**src/rtl/ex_operand_stage.sv**
```systemverilog
// ID/EX pipeline register with RAW forwarding from EX/MEM and MEM/WB into the ALU operand muxes.
// Latency: 1 cycle from id_* capture to stage outputs; alu_a/alu_b/ex_store_data are combinational on forwarding inputs.
// Backpressure: stall holds control fields while re-capturing forwarded rs1/rs2 data; flush inserts a bubble and wins over stall.
module ex_operand_stage #(
    parameter int XLEN    = 32,
    parameter int RADDR_W = 5
) (
    input  logic               clk,
    input  logic               rst,
    input  logic               id_valid,
    input  logic [RADDR_W-1:0] id_rs1_addr,
    input  logic [RADDR_W-1:0] id_rs2_addr,
    input  logic [XLEN-1:0]    id_rs1_data,
    input  logic [XLEN-1:0]    id_rs2_data,
    input  logic [XLEN-1:0]    id_imm,
    input  logic [XLEN-1:0]    id_pc,
    input  logic [1:0]         id_a_sel,
    input  logic [1:0]         id_b_sel,
    input  logic [4:0]         id_alu_op,
    input  logic [RADDR_W-1:0] id_rd_addr,
    input  logic               id_reg_write,
    input  logic               exmem_we,
    input  logic [RADDR_W-1:0] exmem_rd,
    input  logic [XLEN-1:0]    exmem_result,
    input  logic               memwb_we,
    input  logic [RADDR_W-1:0] memwb_rd,
    input  logic [XLEN-1:0]    memwb_result,
    input  logic               stall,
    input  logic               flush,
    output logic               ex_valid,
    output logic [XLEN-1:0]    alu_a,
    output logic [XLEN-1:0]    alu_b,
    output logic [4:0]         alu_op,
    output logic [RADDR_W-1:0] ex_rd_addr,
    output logic               ex_reg_write,
    output logic [XLEN-1:0]    ex_store_data
);

    typedef struct packed {
        logic               valid;
        logic [RADDR_W-1:0] rs1_addr;
        logic [RADDR_W-1:0] rs2_addr;
        logic [XLEN-1:0]    rs1_data;
        logic [XLEN-1:0]    rs2_data;
        logic [XLEN-1:0]    imm;
        logic [XLEN-1:0]    pc;
        logic [1:0]         a_sel;
        logic [1:0]         b_sel;
        logic [4:0]         alu_op;
        logic [RADDR_W-1:0] rd_addr;
        logic               reg_write;
    } stage_t;

    stage_t            stage_q;
    stage_t            stage_d;
    logic [XLEN-1:0]   rs1_fwd;
    logic [XLEN-1:0]   rs2_fwd;

    // EX/MEM is the younger producer, so it outranks MEM/WB; x0 is hardwired zero.
    always_comb begin
        rs1_fwd = stage_q.rs1_data;
        if (stage_q.rs1_addr == '0)
            rs1_fwd = '0;
        else if (exmem_we && (exmem_rd == stage_q.rs1_addr))
            rs1_fwd = exmem_result;
        else if (memwb_we && (memwb_rd == stage_q.rs1_addr))
            rs1_fwd = memwb_result;
    end

    always_comb begin
        rs2_fwd = stage_q.rs2_data;
        if (stage_q.rs2_addr == '0)
            rs2_fwd = '0;
        else if (exmem_we && (exmem_rd == stage_q.rs2_addr))
            rs2_fwd = exmem_result;
        else if (memwb_we && (memwb_rd == stage_q.rs2_addr))
            rs2_fwd = memwb_result;
    end

    always_comb begin
        stage_d = stage_q;
        if (flush) begin
            stage_d = '0;
        end else if (stall) begin
            // Absorb forwarded values so a producer retiring during the stall is not lost.
            stage_d.rs1_data = rs1_fwd;
            stage_d.rs2_data = rs2_fwd;
        end else begin
            stage_d.valid     = id_valid;
            stage_d.rs1_addr  = id_rs1_addr;
            stage_d.rs2_addr  = id_rs2_addr;
            stage_d.rs1_data  = id_rs1_data;
            stage_d.rs2_data  = id_rs2_data;
            stage_d.imm       = id_imm;
            stage_d.pc        = id_pc;
            stage_d.a_sel     = id_a_sel;
            stage_d.b_sel     = id_b_sel;
            stage_d.alu_op    = id_alu_op;
            stage_d.rd_addr   = id_rd_addr;
            stage_d.reg_write = id_reg_write;
        end
    end

    always_ff @(posedge clk or posedge rst) begin
        if (rst)
            stage_q <= '0;
        else
            stage_q <= stage_d;
    end

    always_comb begin
        case (stage_q.a_sel)
            2'b00:   alu_a = rs1_fwd;
            2'b01:   alu_a = stage_q.pc;
            default: alu_a = '0;
        endcase
    end

    always_comb begin
        case (stage_q.b_sel)
            2'b00:   alu_b = rs2_fwd;
            2'b01:   alu_b = stage_q.imm;
            2'b10:   alu_b = XLEN'(4);
            default: alu_b = '0;
        endcase
    end

    assign ex_valid      = stage_q.valid;
    assign alu_op        = stage_q.alu_op;
    assign ex_rd_addr    = stage_q.rd_addr;
    assign ex_reg_write  = stage_q.reg_write & stage_q.valid;
    assign ex_store_data = rs2_fwd;

endmodule

```
**config.mk**
```make
export PLATFORM = sky130hd
export DESIGN_NAME = ex_operand_stage
export DESIGN_NICKNAME = d
export VERILOG_FILES = /design/src/rtl/ex_operand_stage.sv
export SDC_FILE = /design/constraint.sdc
export NUM_CORES = 1
export LEC_CHECK = 0
export CAP_MARGIN = 20
export CORE_ASPECT_RATIO = 1.4
export CORE_MARGIN = 10
export CORE_UTILIZATION = 40
export DETAILED_ROUTE_END_ITERATION = 8
export PLACE_DENSITY = 0.77
export SYNTH_ARGS = -nofsm -noshare
export SYNTH_HDL_FRONTEND = slang
export SYNTH_SLANG_ARGS = --single-unit
```
**constraint.sdc**
```tcl
create_clock -name clk -period 5.15 [get_ports clk]
set_input_delay 1.03 -clock clk [delete_from_list [all_inputs] [get_ports clk]]
set_output_delay 1.03 -clock clk [all_outputs]
set_load 0.01 [all_outputs]
```
## Yosys cells after proc, flatten, opt, wreduce, memory -nomap -nowiden

Cells that the tools add are included.

- Flip-flop bits (word level): 154
- Input bits: 234
- Output and inout bits: 108
- Logic and storage cells: 41

- Eq/ne operators: 8
- Muxes and demuxes: 12
- Bitwise operators: 1
- Reduce and logical (&&, ||, !) cells: 8

Operator list:

| cell | count |
|---|---|
| $mux 32 | 6 |
| $mux 154 | 1 |
| $pmux 32 s3 | 1 |
| $mux 79 | 1 |
| $mux 64 | 1 |
| $pmux 32 s2 | 1 |
| $eq 5x5->1 | 4 |
| $mux 11 | 1 |
| $logic_not 5->1 | 2 |
| $eq 2x1->1 const B | 2 |
| $logic_and 1x1->1 | 4 |
| $logic_not 2->1 | 2 |
| $eq 2x2->1 const B | 1 |
| $ne 2x1->1 const B | 1 |
| $and 1x1->1 | 1 |

## Logic depth before layout (Yosys ltp)

- Depth in word-level cells: 7
- Mapped depth: 7
- Gate-level depth less buffers: 5

## Least setup slack after synthesis

OpenSTA, ideal clock, no wires.

- Kind: input -> output
- Start point: in memwb_rd[4]
- End point: out alu_a[14]
- Arrival time: 2437 ps
- Required time: 4120 ps
- Path slack: 1683 ps
- Stages on the path: 7
- Path buffers: 2
- Path through: xnor2_1 -> nand3_1 -> or3_1 -> buf_2 -> buf_6 -> a221o_1 -> a32o_1

- Longest elaborated chain between the ends: 6

Ends and longest elaborated chain:

| item | line | source |
|---|---|---|
| start, declared | 26 | `input logic [RADDR_W-1:0] memwb_rd,` |
| $eq 5x5->1 | 66 | `else if (memwb_we && (memwb_rd == stage_q.rs1_addr))` |
| $logic_and 1x1->1 | 66 |  |
| $mux 32 | 66 |  |
| $mux 32 | 64 | `else if (exmem_we && (exmem_rd == stage_q.rs1_addr))` |
| $mux 32 | 62 | `if (stage_q.rs1_addr == '0)` |
| $pmux 32 s2 | 112 | `case (stage_q.a_sel)` |
| end, declared | 31 | `output logic [XLEN-1:0] alu_a,` |

Every way passes these cells.

## Worst setup path in the final report

- Start point: in exmem_rd[0]
- End point: out alu_a[12]

- Longest elaborated chain between the ends: 5

Ends and longest elaborated chain:

| item | line | source |
|---|---|---|
| start, declared | 23 | `input logic [RADDR_W-1:0] exmem_rd,` |
| $eq 5x5->1 | 64 |  |
| $logic_and 1x1->1 | 64 |  |
| $mux 32 | 64 |  |
| $mux 32 | 62 |  |
| $pmux 32 s2 | 112 |  |

Every way passes these cells.

==> results.py <==
metrics = {
    "finish": {
        "final_util": 0.601,
        "fill_cells": 1804,
        "multi_input_area_mm2": 0.00441,
        "finalNetCount": 1433,
        "drive_gt1_frac": 0.0545,
        "syn_to_final_growth_pct": 47.5,
        "seqCellArea_mm2": 0.00385,
    },
    "critical_path": {
        "regToRegSetupSlack_ps": 2940,
        "cp_max_fo": 19,
        "regToRegStartpoint": "stage_q[144]",
        "crit_start": "exmem_rd[0]",
        "crit_chain": "clkdlybuf4s50_1 > xnor2_1 > nand2_1 > nor2_2 > buf_4 > a221oi_1 > o31ai_1 > clkdlybuf4s50_1",
        "critPathSlowestCell": "clkdlybuf4s50_1",
        "worstReg2RegEnd": "stage_q[91]",
        "r2r_cells": 5,
        "worstSetupEndpointType": "primary output",
        "critPathLaunchType": "input pin",
        "path_buf_inv": 3,
        "arrival_ps": 3730,
        "crit_path_frequent_cell": "clkdlybuf4s50_1",
        "cpPeakStageDelay_ps": 620,
        "crit_family": "buffers and inverters",
        "setup.worst_path.end": "alu_a[12]",
        "cp.depth": 8,
        "worst-setup-path-type": "in2out",
        "cp.required_ps": 4120,
    },
    "detailed_routing": {
        "wirelength_mm": 37.9,
        "drc": 0,
        "post_drt_wl_per_cell_um": 25.7,
        "vias_per_cell": 5.89,
        "drt_first_pass_iters": 5,
        "vias": 8704,
        "drt_iter0_drc": 730,
        "postRouteAntennaNets": 0,
    },
    "cts": {
        "cts_hold_buf": 0,
        "clk_pin_slew_ps": 60,
        "ctsResizeCount": 0,
        "post_cts_buffers": 0,
        "cts_buffers": 17,
        "cts_tree": "done",
        "htree_levels": 4,
        "cts_root_buffer": "clkbuf_16",
        "cts_num_sinks": 154,
        "cts.path.max_buffers": 2,
        "clock_latency_ps": 430,
    },
    "logic_synthesis": {
        "async_flop_share": 1.00,
        "synthTopCellsByCount": "dfrtp_1 (154), nor2_1 (118), mux2i_1 (90)",
        "ys_seq_elements": 154,
        "synth_area_mm2": 0.00868,
        "ys.flop_type": "dfrtp_1",
        "ys_types": 32,
        "synthesis.instances": 915,
        "synth_area_leader_cell": "dfrtp_1",
        "yosysWarningCount": 0,
        "seq_area_frac_synth": 0.444,
        "synth_nets": 1149,
        "avgSynthCellArea_um2": 9.49,
        "synth-edff-count": 0,
        "synthMostInstantiatedCell": "dfrtp_1",
        "yosysTopAreaCellShare": 0.444,
        "synth_area_leaders": "dfrtp_1 (44%), mux2i_1 (10%), a22o_1 (6.3%)",
    },
    "status": {
        "status": "finished clean",
    },
    "global_routing": {
        "grt_overflow": 0,
        "grt_use_total": 0.261,
        "busiest_layer": "met2",
        "met3_usage": 0.0832,
        "use_met1": 0.283,
        "antenna_found_initial": 5,
        "grt_pass1_vias": 9064,
        "use_met2": 0.451,
        "grt_max_degree": 103,
        "grt_pass1_wl_mm": 55.7,
    },
    "sta": {
        "setup_viol": 0,
        "timing.final.crit_share": 0.924,
        "rsz0062_at_grt": "no",
        "hold_viol": 0,
        "slew_headroom": 0.345,
        "slew_violations": 0,
        "holdWs_ps": 522,
        "tns_ps": 0,
        "clock.fmax_mhz": 210,
        "min_period_ps": 4760,
        "tightest_slew_ps": 983,
        "worst_clock_skew_ps": 8.73,
    },
    "place": {
        "hpwl_mm": 28.3,
        "io_buffers": 341,
        "place.gp.congestion": 0.949,
    },
    "floorplanning": {
        "die_area_mm2": 0.0281,
        "core_mm2": 0.0213,
        "dieHeight_um": 194,
        "fp.dieW_um": 144,
        "initial_core_util": 0.408,
        "rows": 63,
        "num_io_pins": 342,
    },
    "pwr": {
        "combPwrFrac": 0.243,
        "power_frac_clock": 0.370,
        "p_sw_w": 0.000965,
        "power.internal_w": 0.00243,
        "vdd_drop_max_mv": 0.186,
        "power_density_mw_per_mm2": 265,
        "seqPwrFrac": 0.387,
        "swShare": 0.284,
        "p_leak_nw": 5.33,
    },
    "flow_run": {
        "drv_cap": 0,
    },
    "worst_hold_path": {
        "holdPathStages": 2,
        "worstHoldPathType": "reg2reg",
    },
}
==> worst min path at each step <==
| stage | from | end | slack (ps) |
|---|---|---|---|
| 3_3_place_gp | stage_q[0] | stage_q[0] | 500 |
| 5_1_grt | stage_q[74] | stage_q[74] | 550 |
| 2_1_floorplan | stage_q[0] | stage_q[0] | 480 |
| 3_5_place_dp | alu_op[2] | alu_op[2] | 510 |
| 4_1_cts | stage_q[37] | stage_q[37] | 530 |
| 6_report | ex_rd_addr[1] | ex_rd_addr[1] | 520 |
==> layout by cell type (no fill, tap or decap), types with 2 or more instances in the layout <==
cell / n
a221o_1: 13
a221oi_1: 19
a22o_1: 62
a31oi_1: 31
a32o_1: 26
and2_1: 65
and3_1: 2
buf_12: 2
buf_4: 23
bufinv_16: 2
clkbuf_1: 3
clkbuf_16: 17
clkbuf_8: 2
clkdlybuf4s50_1: 339
clkinv_2: 2
clkinvlp_4: 6
dfrtp_1: 154
diode_2: 6
inv_1: 2
mux2i_1: 90
nand2_1: 44
nand3_1: 34
nand4_1: 2
nor2_1: 113
nor2_2: 4
nor2b_2: 2
nor3_1: 34
o21ai_0: 33
o31ai_1: 39
or2_2: 3
or3_1: 16
xnor2_1: 18
xor2_1: 2
==> layout make-up <==
type                            instances  share of cell area
Antenna cell                            6             0.00117
Sequential cell                       154               0.301
Tap cell                              260              0.0254
Clock buffer                           22              0.0363
Inverter                                3             0.00117
Clock inverter                         10             0.00909
Multi-Input combinational cell        659               0.344
Timing Repair Buffer                  364               0.282
==> flip-flops by register name, summed over array words and instances, names as in the netlist <==
| name | flops |
|---|---|
| stage_q | 143 |
| ex_valid | 1 |
| alu_op | 5 |
| ex_rd_addr | 5 |
==> metrics by stage <==
stage                     instances  setup WS [ps]  total power, W  area, um2
after floorplan                 915           1680         0.00171       8680
after global placement         1439            414         0.00215      12200
after detailed placement       1439            395         0.00216      12200
after CTS                      1471            402         0.00342      12800
after global routing           1476            227         0.00353      12800
final                          1478            392         0.00340      12800
==> tightest hold or removal path, cell delays in order, from the launching register on <==
cell and delay, ps:
dfrtp_1 340, mux2i_1 70, nor2_1 80
==> per-layer routing <==
layer	share of wire	routed length (um)
met1	0.35	13100
met2	0.52	19600
met3	0.10	3890
met4	0.036	1350
met5	0	0
==> power groups by stage <==
stage	logic, W	registers [W]	clock network (W)
global placement	0.000815	0.00133	0
finish	0.000825	0.00131	0.00126
global route	0.000880	0.00132	0.00133
detailed placement	0.000822	0.00134	0
CTS	0.000828	0.00131	0.00127
floorplan	0.000387	0.00132	0
==> cells by family after synthesis <==
logic type             synth area share
AND/OR/NAND/NOR                   0.177
AO/OA/AOI/OAI                     0.203
flip-flops                        0.444
buffers and inverters            0.0516
multiplexers                      0.104
XOR/XNOR                         0.0202
Note: power is estimated with default switching activity, not from simulation.
